--- src/rtl/rtc_bus_pkg.sv ---
// Shared types and constants for the RTC multiplexed-bus scheduler.
// Holds the FSM state encoding, requester indices and default phase timing.
package rtc_bus_pkg;

    localparam int unsigned NUM_REQ   = 4;
    localparam int unsigned REQ_IDX_W = 2;
    localparam int unsigned BYTE_W    = 8;
    localparam int unsigned CNT_W     = 8;

    localparam logic [REQ_IDX_W-1:0] REQ_INIT  = 2'd0;
    localparam logic [REQ_IDX_W-1:0] REQ_WRITE = 2'd1;
    localparam logic [REQ_IDX_W-1:0] REQ_CRONO = 2'd2;
    localparam logic [REQ_IDX_W-1:0] REQ_READ  = 2'd3;

    localparam int unsigned T_SETUP_DEF  = 2;
    localparam int unsigned T_STROBE_DEF = 5;
    localparam int unsigned T_HOLD_DEF   = 2;
    localparam int unsigned T_GAP_DEF    = 4;

    typedef enum logic [3:0] {
        ST_IDLE,
        ST_A_SETUP,
        ST_A_STROBE,
        ST_A_HOLD,
        ST_GAP,
        ST_D_SETUP,
        ST_D_STROBE,
        ST_D_HOLD,
        ST_RECOV
    } state_t;

    // Next round-robin candidate among requesters 1..3.
    function automatic logic [REQ_IDX_W-1:0] rr_next(input logic [REQ_IDX_W-1:0] idx);
        return (idx == REQ_READ || idx == REQ_INIT) ? REQ_WRITE : idx + REQ_IDX_W'(1);
    endfunction

endpackage

--- src/rtl/rtc_rr_arbiter.sv ---
// Combinational requester select: init has absolute priority,
// the other three rotate starting after the pointer.
module rtc_rr_arbiter
    import rtc_bus_pkg::*;
(
    input  logic [NUM_REQ-1:0]   req,
    input  logic [REQ_IDX_W-1:0] ptr,
    output logic [NUM_REQ-1:0]   winner,
    output logic [REQ_IDX_W-1:0] winner_idx
);

    logic [REQ_IDX_W-1:0] cand;

    always_comb begin
        winner     = '0;
        winner_idx = '0;
        cand       = ptr;
        if (req[REQ_INIT]) begin
            winner[REQ_INIT] = 1'b1;
            winner_idx       = REQ_INIT;
        end else begin
            for (int i = 0; i < 3; i++) begin
                cand = rr_next(cand);
                if (req[cand] && winner == '0) begin
                    winner[cand] = 1'b1;
                    winner_idx   = cand;
                end
            end
        end
    end

endmodule

--- src/rtl/rtc_bus_scheduler.sv ---
// Arbitrates four requesters onto the RTC multiplexed address/data bus and
// runs the full address-phase / data-phase bus cycle for the winner.
module rtc_bus_scheduler
    import rtc_bus_pkg::*;
#(
    parameter int unsigned T_SETUP  = T_SETUP_DEF,
    parameter int unsigned T_STROBE = T_STROBE_DEF,
    parameter int unsigned T_HOLD   = T_HOLD_DEF,
    parameter int unsigned T_GAP    = T_GAP_DEF
) (
    input  logic                 clk,
    input  logic                 reset,
    input  logic [NUM_REQ-1:0]   req,
    input  logic [NUM_REQ-1:0]   rnw_in,
    input  logic [31:0]          addr_in,
    input  logic [31:0]          wdata_in,
    output logic [NUM_REQ-1:0]   grant,
    output logic                 busy,
    output logic                 done,
    output logic [BYTE_W-1:0]    rdata,
    input  logic [BYTE_W-1:0]    bus_in,
    output logic [BYTE_W-1:0]    bus_out,
    output logic                 bus_oe,
    output logic                 cs_n,
    output logic                 rd_n,
    output logic                 wr_n,
    output logic                 ad
);

    state_t               state, state_nxt;
    logic [CNT_W-1:0]     cnt, cnt_nxt;
    logic [REQ_IDX_W-1:0] ptr;
    logic [NUM_REQ-1:0]   win;
    logic [REQ_IDX_W-1:0] win_idx;
    logic [BYTE_W-1:0]    cap_addr, cap_wdata;
    logic                 cap_rnw;
    logic                 start, last;
    logic [BYTE_W-1:0]    sel_addr, sel_wdata, tx_addr, tx_wdata;
    logic                 tx_rnw;

    logic [NUM_REQ-1:0]   grant_nxt;
    logic                 busy_nxt, done_nxt, bus_oe_nxt, cs_n_nxt, rd_n_nxt, wr_n_nxt, ad_nxt;
    logic [BYTE_W-1:0]    rdata_nxt, bus_out_nxt;

    rtc_rr_arbiter u_arb (
        .req        (req),
        .ptr        (ptr),
        .winner     (win),
        .winner_idx (win_idx)
    );

    assign start     = (state == ST_IDLE) && (req != '0);
    assign last      = (cnt == '0);
    assign sel_addr  = addr_in[{win_idx, 3'b000} +: BYTE_W];
    assign sel_wdata = wdata_in[{win_idx, 3'b000} +: BYTE_W];
    assign tx_addr   = start ? sel_addr  : cap_addr;
    assign tx_wdata  = start ? sel_wdata : cap_wdata;
    assign tx_rnw    = start ? rnw_in[win_idx] : cap_rnw;

    // Address setup is loaded one longer: its first cycle is the capture cycle.
    function automatic logic [CNT_W-1:0] phase_len(input state_t s);
        case (s)
            ST_A_SETUP:              return CNT_W'(T_SETUP);
            ST_D_SETUP:              return CNT_W'(T_SETUP - 1);
            ST_A_STROBE, ST_D_STROBE: return CNT_W'(T_STROBE - 1);
            ST_A_HOLD, ST_D_HOLD:    return CNT_W'(T_HOLD - 1);
            ST_GAP, ST_RECOV:        return CNT_W'(T_GAP - 1);
            default:                 return '0;
        endcase
    endfunction

    // State, phase counter, pointer and transaction capture.
    always_ff @(posedge clk or posedge reset) begin
        if (reset) begin
            state     <= ST_IDLE;
            cnt       <= '0;
            ptr       <= REQ_READ;
            cap_addr  <= '0;
            cap_wdata <= '0;
            cap_rnw   <= 1'b0;
        end else begin
            state <= state_nxt;
            cnt   <= cnt_nxt;
            if (start) begin
                cap_addr  <= sel_addr;
                cap_wdata <= sel_wdata;
                cap_rnw   <= rnw_in[win_idx];
                if (win_idx != REQ_INIT) ptr <= win_idx;
            end
        end
    end

    // Next-state and phase counter.
    always_comb begin
        state_nxt = state;
        cnt_nxt   = last ? cnt : cnt - CNT_W'(1);
        case (state)
            ST_IDLE:     if (req != '0) state_nxt = ST_A_SETUP;
            ST_A_SETUP:  if (last) state_nxt = ST_A_STROBE;
            ST_A_STROBE: if (last) state_nxt = ST_A_HOLD;
            ST_A_HOLD:   if (last) state_nxt = ST_GAP;
            ST_GAP:      if (last) state_nxt = ST_D_SETUP;
            ST_D_SETUP:  if (last) state_nxt = ST_D_STROBE;
            ST_D_STROBE: if (last) state_nxt = ST_D_HOLD;
            ST_D_HOLD:   if (last) state_nxt = ST_RECOV;
            ST_RECOV:    if (last) state_nxt = ST_IDLE;
            default:     state_nxt = ST_IDLE;
        endcase
        if (state_nxt != state) cnt_nxt = phase_len(state_nxt);
    end

    // Output values for the coming cycle, decoded from the next state.
    always_comb begin
        grant_nxt   = grant;
        busy_nxt    = (state_nxt != ST_IDLE);
        done_nxt    = (state_nxt == ST_RECOV) && (state != ST_RECOV);
        rdata_nxt   = rdata;
        bus_out_nxt = bus_out;
        bus_oe_nxt  = 1'b0;
        cs_n_nxt    = 1'b1;
        rd_n_nxt    = 1'b1;
        wr_n_nxt    = 1'b1;
        ad_nxt      = 1'b1;
        if (start) grant_nxt = win;
        if (state_nxt == ST_RECOV || state_nxt == ST_IDLE) grant_nxt = '0;
        if (state == ST_D_STROBE && last && cap_rnw) rdata_nxt = bus_in;
        case (state_nxt)
            ST_A_SETUP, ST_A_STROBE, ST_A_HOLD: begin
                cs_n_nxt    = 1'b0;
                ad_nxt      = 1'b0;
                bus_oe_nxt  = 1'b1;
                bus_out_nxt = tx_addr;
                if (state_nxt == ST_A_STROBE) wr_n_nxt = 1'b0;
            end
            ST_D_SETUP, ST_D_STROBE, ST_D_HOLD: begin
                cs_n_nxt   = 1'b0;
                bus_oe_nxt = !tx_rnw;
                if (!tx_rnw) bus_out_nxt = tx_wdata;
                if (state_nxt == ST_D_STROBE) begin
                    rd_n_nxt = !tx_rnw;
                    wr_n_nxt = tx_rnw;
                end
            end
            default: ;
        endcase
    end

    // Registered outputs.
    always_ff @(posedge clk or posedge reset) begin
        if (reset) begin
            grant   <= '0;
            busy    <= 1'b0;
            done    <= 1'b0;
            rdata   <= '0;
            bus_out <= '0;
            bus_oe  <= 1'b0;
            cs_n    <= 1'b1;
            rd_n    <= 1'b1;
            wr_n    <= 1'b1;
            ad      <= 1'b1;
        end else begin
            grant   <= grant_nxt;
            busy    <= busy_nxt;
            done    <= done_nxt;
            rdata   <= rdata_nxt;
            bus_out <= bus_out_nxt;
            bus_oe  <= bus_oe_nxt;
            cs_n    <= cs_n_nxt;
            rd_n    <= rd_n_nxt;
            wr_n    <= wr_n_nxt;
            ad      <= ad_nxt;
        end
    end

endmodule

--- config.mk ---
export PLATFORM = sky130hd
export DESIGN_NAME = rtc_bus_scheduler
export DESIGN_NICKNAME = d
export VERILOG_FILES = /design/src/rtl/rtc_bus_pkg.sv /design/src/rtl/rtc_rr_arbiter.sv /design/src/rtl/rtc_bus_scheduler.sv
export SDC_FILE = /design/constraint.sdc
export NUM_CORES = 1
export LEC_CHECK = 0
export ABC_AREA = 0
export BUFFER_PORTS_ARGS = -buffer_cell sky130_fd_sc_hd__clkbuf_2
export CAP_MARGIN = 20
export CORE_ASPECT_RATIO = 0.7
export CORE_MARGIN = 1.5
export CORE_UTILIZATION = 30
export CTS_BUF_LIST = sky130_fd_sc_hd__clkbuf_2 sky130_fd_sc_hd__clkbuf_4 sky130_fd_sc_hd__clkbuf_8
export CTS_CLUSTER_DIAMETER = 150
export CTS_CLUSTER_SIZE = 12
export DETAILED_ROUTE_END_ITERATION = 12
export GPL_TIMING_DRIVEN = 0
export HOLD_SLACK_MARGIN = 0.15
export MAX_ROUTING_LAYER = met4
export SLEW_MARGIN = 20
export SYNTH_ARGS = -nofsm -noshare
export SYNTH_HDL_FRONTEND = slang
export SYNTH_SLANG_ARGS = --single-unit
--- constraint.sdc ---
create_clock -name clk -period 8.8 [get_ports clk]
set_input_delay 0.88 -clock clk [delete_from_list [all_inputs] [get_ports clk]]
set_output_delay 0.88 -clock clk [all_outputs]
set_load 0.01 [all_outputs]
==> flow_results.xml <==
<?xml version="1.0" encoding="UTF-8"?>
<metrics>
  <group name="run_status">
    <metric name="outcome" unit="">finished clean</metric>
  </group>
  <group name="global_route">
    <metric name="grt_antenna_before_repair" unit="">0</metric>
    <metric name="grt_pass1_wl" unit="mm">14.10</metric>
    <metric name="largest_net_degree_at_the_start_of_global_routing" unit="">59</metric>
    <metric name="grt.total_usage" unit="%">15.97</metric>
    <metric name="grt_pass1_vias" unit="">2862</metric>
    <metric name="grt.overflow.total" unit="">0</metric>
  </group>
  <group name="yosys">
    <metric name="mappedNetlistNets" unit="">410</metric>
    <metric name="postSynthRegisterBits" unit="">58</metric>
    <metric name="post-synth-top-area-cell" unit="">sky130_fd_sc_hd__dfrtp_1</metric>
    <metric name="synth.yosys.seq_area_share" unit="%">43.74</metric>
    <metric name="synth_area" unit="um2">3336</metric>
    <metric name="synth_ff_type" unit="">sky130_fd_sc_hd__dfrtp_1</metric>
    <metric name="synth.lib_cells_used.distinct" unit="">57</metric>
    <metric name="syn_warnings" unit="">0</metric>
    <metric name="yosysTopAreaCellShare" unit="%">39.01</metric>
    <metric name="synth_enable_flop_cells" unit="">0</metric>
    <metric name="post_synthesis_instance_total" unit="">323</metric>
    <metric name="synthesized_area_per_cell" unit="um2">10.33</metric>
    <metric name="synth.area.top_cells" unit="">sky130_fd_sc_hd__dfrtp_1 (39%), sky130_fd_sc_hd__mux2i_1 (7.8%), sky130_fd_sc_hd__mux2_2 (6.8%)</metric>
    <metric name="async_reset_ff_share" unit="%">100.0</metric>
  </group>
  <group name="cts">
    <metric name="ctsLongestPathBuffers" unit="">2</metric>
    <metric name="cts_inserted_buffers" unit="">9</metric>
    <metric name="ctsRootBufferMaster" unit="">sky130_fd_sc_hd__clkbuf_8</metric>
    <metric name="ctsHtreeMaxLevel" unit="">3</metric>
    <metric name="cts.sinks" unit="">58</metric>
    <metric name="cts_tree" unit="">built</metric>
    <metric name="cts-resized-gates" unit="">0</metric>
    <metric name="cts_setup_buffers" unit="">0</metric>
    <metric name="clk_transition_reported_paths" unit="ns">0.07</metric>
    <metric name="clock_latency" unit="ns">0.34</metric>
    <metric name="hold_bufs_inserted_after_cts" unit="">0</metric>
  </group>
  <group name="sta">
    <metric name="skew" unit="ns">0.008559</metric>
    <metric name="maxSlewViolCount" unit="">0</metric>
    <metric name="maxSlewHeadroom" unit="%">49.54</metric>
    <metric name="worst-slew-pin-transition" unit="ns">0.7519</metric>
    <metric name="rsz0062_at_grt" unit="">false</metric>
    <metric name="timing.setup.tns" unit="ns">0</metric>
    <metric name="timing.hold.ws" unit="ns">0.4845</metric>
    <metric name="post-route-min-period" unit="ns">3.603</metric>
    <metric name="fmax" unit="MHz">277.5</metric>
    <metric name="finalHoldViolations" unit="">0</metric>
    <metric name="final_min_period_over_clock_period" unit="%">40.95</metric>
    <metric name="finalSetupViolCount" unit="">0</metric>
  </group>
  <group name="pwr">
    <metric name="totalPowerFinal" unit="mW">1.555</metric>
    <metric name="power_density" unit="nW/um2">363.9</metric>
    <metric name="peakVddDrop" unit="mV">0.1294</metric>
    <metric name="power.static_leakage" unit="nW">2.113</metric>
  </group>
  <group name="route">
    <metric name="detail_route.drc_violations" unit="">0</metric>
    <metric name="antenna_violating_nets_post_route" unit="">0</metric>
    <metric name="num_vias" unit="">2878</metric>
    <metric name="route.detailed.wl_per_inst" unit="um">14.58</metric>
    <metric name="post_drt_via_cell_ratio" unit="">4.845</metric>
    <metric name="drt-total-wl" unit="mm">8.659</metric>
    <metric name="drt-pass1-iter-count" unit="">4</metric>
    <metric name="drt_iter0_drc" unit="">131</metric>
  </group>
  <group name="min_path">
    <metric name="hp-class" unit="">reg -&gt; reg</metric>
  </group>
  <group name="placement">
    <metric name="portBuffers" unit="">107</metric>
    <metric name="place_congestion" unit="">0.8321</metric>
    <metric name="place_hpwl" unit="mm">6.661</metric>
  </group>
  <group name="floorplanning">
    <metric name="floorplan.die.height" unit="um">91.22</metric>
    <metric name="boundary_pins" unit="">109</metric>
    <metric name="initial_utilization" unit="%">31.50</metric>
    <metric name="dieWidth" unit="um">129.0</metric>
    <metric name="design.die.area" unit="um2">11770</metric>
    <metric name="core_region_area" unit="um2">10590</metric>
    <metric name="row_count" unit="">31</metric>
  </group>
  <group name="critical_path">
    <metric name="path_cells" unit="">inv_1, ha_1, clkbuf_1, mux4_2, o2111ai_1, nand2_1, o41a_1, nand2_1, buf_6, mux2i_1, o21ai_0, or2_2</metric>
    <metric name="cp_slowest_cell" unit="">sky130_fd_sc_hd__dfstp_2</metric>
    <metric name="worstSetupStartpointType" unit="">register</metric>
    <metric name="critical-path-max-stage-delay" unit="ns">0.54</metric>
    <metric name="critPathKind" unit="">reg -&gt; reg</metric>
    <metric name="worst_ep_required_time" unit="ns">9.02</metric>
    <metric name="worst_path_buf_inv" unit="">3</metric>
    <metric name="crit_fanout" unit="">10</metric>
    <metric name="crit_arrival" unit="ns">3.82</metric>
    <metric name="most_frequent_cp_cell" unit="">sky130_fd_sc_hd__nand2_1</metric>
    <metric name="critPathCaptureType" unit="">register</metric>
    <metric name="cp_top_family" unit="">multiplexers</metric>
    <metric name="regToRegSetupSlack" unit="ns">5.20</metric>
  </group>
  <group name="final_layout">
    <metric name="antenna_cells" unit="">0</metric>
    <metric name="area_growth_syn_to_layout" unit="%">28.09</metric>
    <metric name="final_layout_size_suffix_gt1_share" unit="%">38.57</metric>
    <metric name="most-common-layout-cells" unit="">sky130_fd_sc_hd__clkbuf_2 (107), sky130_fd_sc_hd__dfrtp_1 (52), sky130_fd_sc_hd__nor2_1 (26), sky130_fd_sc_hd__mux2i_1 (26), sky130_fd_sc_hd__nand2_1 (25)</metric>
    <metric name="layout.core_utilization" unit="%">40.35</metric>
    <metric name="layout_commonest_cell" unit="">sky130_fd_sc_hd__clkbuf_2</metric>
    <metric name="design.final.nets" unit="">528</metric>
  </group>
  <group name="job">
    <metric name="drv_cap" unit="">0</metric>
  </group>
</metrics>
sequential cells by signal, summed over array words and instances (netlist names):
signal	flops
wr_n	1
cnt	8
cap_addr	8
state	4
bus_out	8
cap_wdata	8
rd_n	1
ptr	2
ad	1
cap_rnw	1
grant	4
done	1
busy	1
bus_oe	1
cs_n	1
rdata	8
kinds of logic (layout without fill, tap and decap cells):
| group | count (synthesis) | count (layout) | share of synthesized area (%) |
|---|---|---|---|
| mux | 49 | 49 | 16.58 |
| simple gates | 94 | 94 | 13.84 |
| buf+inv | 30 | 153 | 5.064 |
| fa+ha+maj | 6 | 6 | 2.176 |
| xor+xnor | 8 | 8 | 2.100 |
| compound gates | 78 | 78 | 16.50 |
| flops | 58 | 58 | 43.74 |
final timing paths:
kind / start / to / cells past startpoint
setup / recovery: ptr[0]$_DFFE_PP1P_ / cap_addr[2]$_DFF_PP0_ / 12
hold / removal: grant[3]$_DFFE_PP0P_ / grant[3]$_DFFE_PP0P_ / 2
setup reg to reg: ptr[0]$_DFFE_PP1P_ / cap_addr[2]$_DFF_PP0_ / 12
hold reg to reg: grant[3]$_DFFE_PP0P_ / grant[3]$_DFFE_PP0P_ / 2
max in group asynchronous: reset / cnt[3]$_DFFE_PP0P_ / 2
min in group asynchronous: reset / bus_out[5]$_DFFE_PP0P_ / 2
cell usage after synthesis (all sizes together), types with 5 or more instances:
master / count
inv: 12
o31ai: 5
a21oi: 15
nand2: 25
ha: 5
o21ai: 12
o31a: 7
o32a: 7
or2: 10
dfstp: 6
clkbuf: 9
mux2: 20
o22ai: 9
mux2i: 26
dfrtp: 52
buf: 9
nor3: 7
nand3: 6
nor2: 27
per-stage QoR:
stage | area, um2 | instances | worst slack (ns)
after CTS | 4268 | 594 | 5.187
after detailed placement | 4059 | 578 | 5.202
after global placement | 4056 | 578 | 5.243
final | 4273 | 594 | 5.197
after global routing | 4273 | 594 | 4.844
after floorplan | 3336 | 323 | 5.639
cell type report:
class | instances | area [um2]
plain buffers | 18 | 123.9
clock buffers | 12 | 158.9
clock inverters | 4 | 50.05
fillers | 1048 | 6316
inverters | 12 | 47.55
multi-input cells | 235 | 1713
flip-flops and latches | 58 | 1459
well taps | 148 | 185.2
repair buffers | 107 | 535.5
metal layers:
| layer | wire length (um) | GRT usage, % | vias up |
|---|---|---|---|
| li1 | - | - | 1433 |
| met1 | 4236 | 22.48 | 1343 |
| met2 | 3874 | 22.55 | 98 |
| met3 | 507 | 4.655 | 4 |
| met4 | 40 | 3.652 | 0 |
| met5 | 0 | - | - |
power by group:
part	internal, mW	switching (mW)
sequential	0.384	0.0671
clock	0.149	0.107
combinational	0.392	0.457
worst reg2reg max path: stages, from the launching register on:
cell and delay, ns:
sky130_fd_sc_hd__dfstp_2 0.54, sky130_fd_sc_hd__inv_1 0.07, sky130_fd_sc_hd__ha_1 0.35, sky130_fd_sc_hd__clkbuf_1 0.34, sky130_fd_sc_hd__mux4_2 0.40, sky130_fd_sc_hd__o2111ai_1 0.12, sky130_fd_sc_hd__nand2_1 0.16, sky130_fd_sc_hd__o41a_1 0.43
sky130_fd_sc_hd__nand2_1 0.13, sky130_fd_sc_hd__buf_6 0.21, sky130_fd_sc_hd__mux2i_1 0.28, sky130_fd_sc_hd__o21ai_0 0.13, sky130_fd_sc_hd__or2_2 0.32
Power figures use the tool's default switching activity.
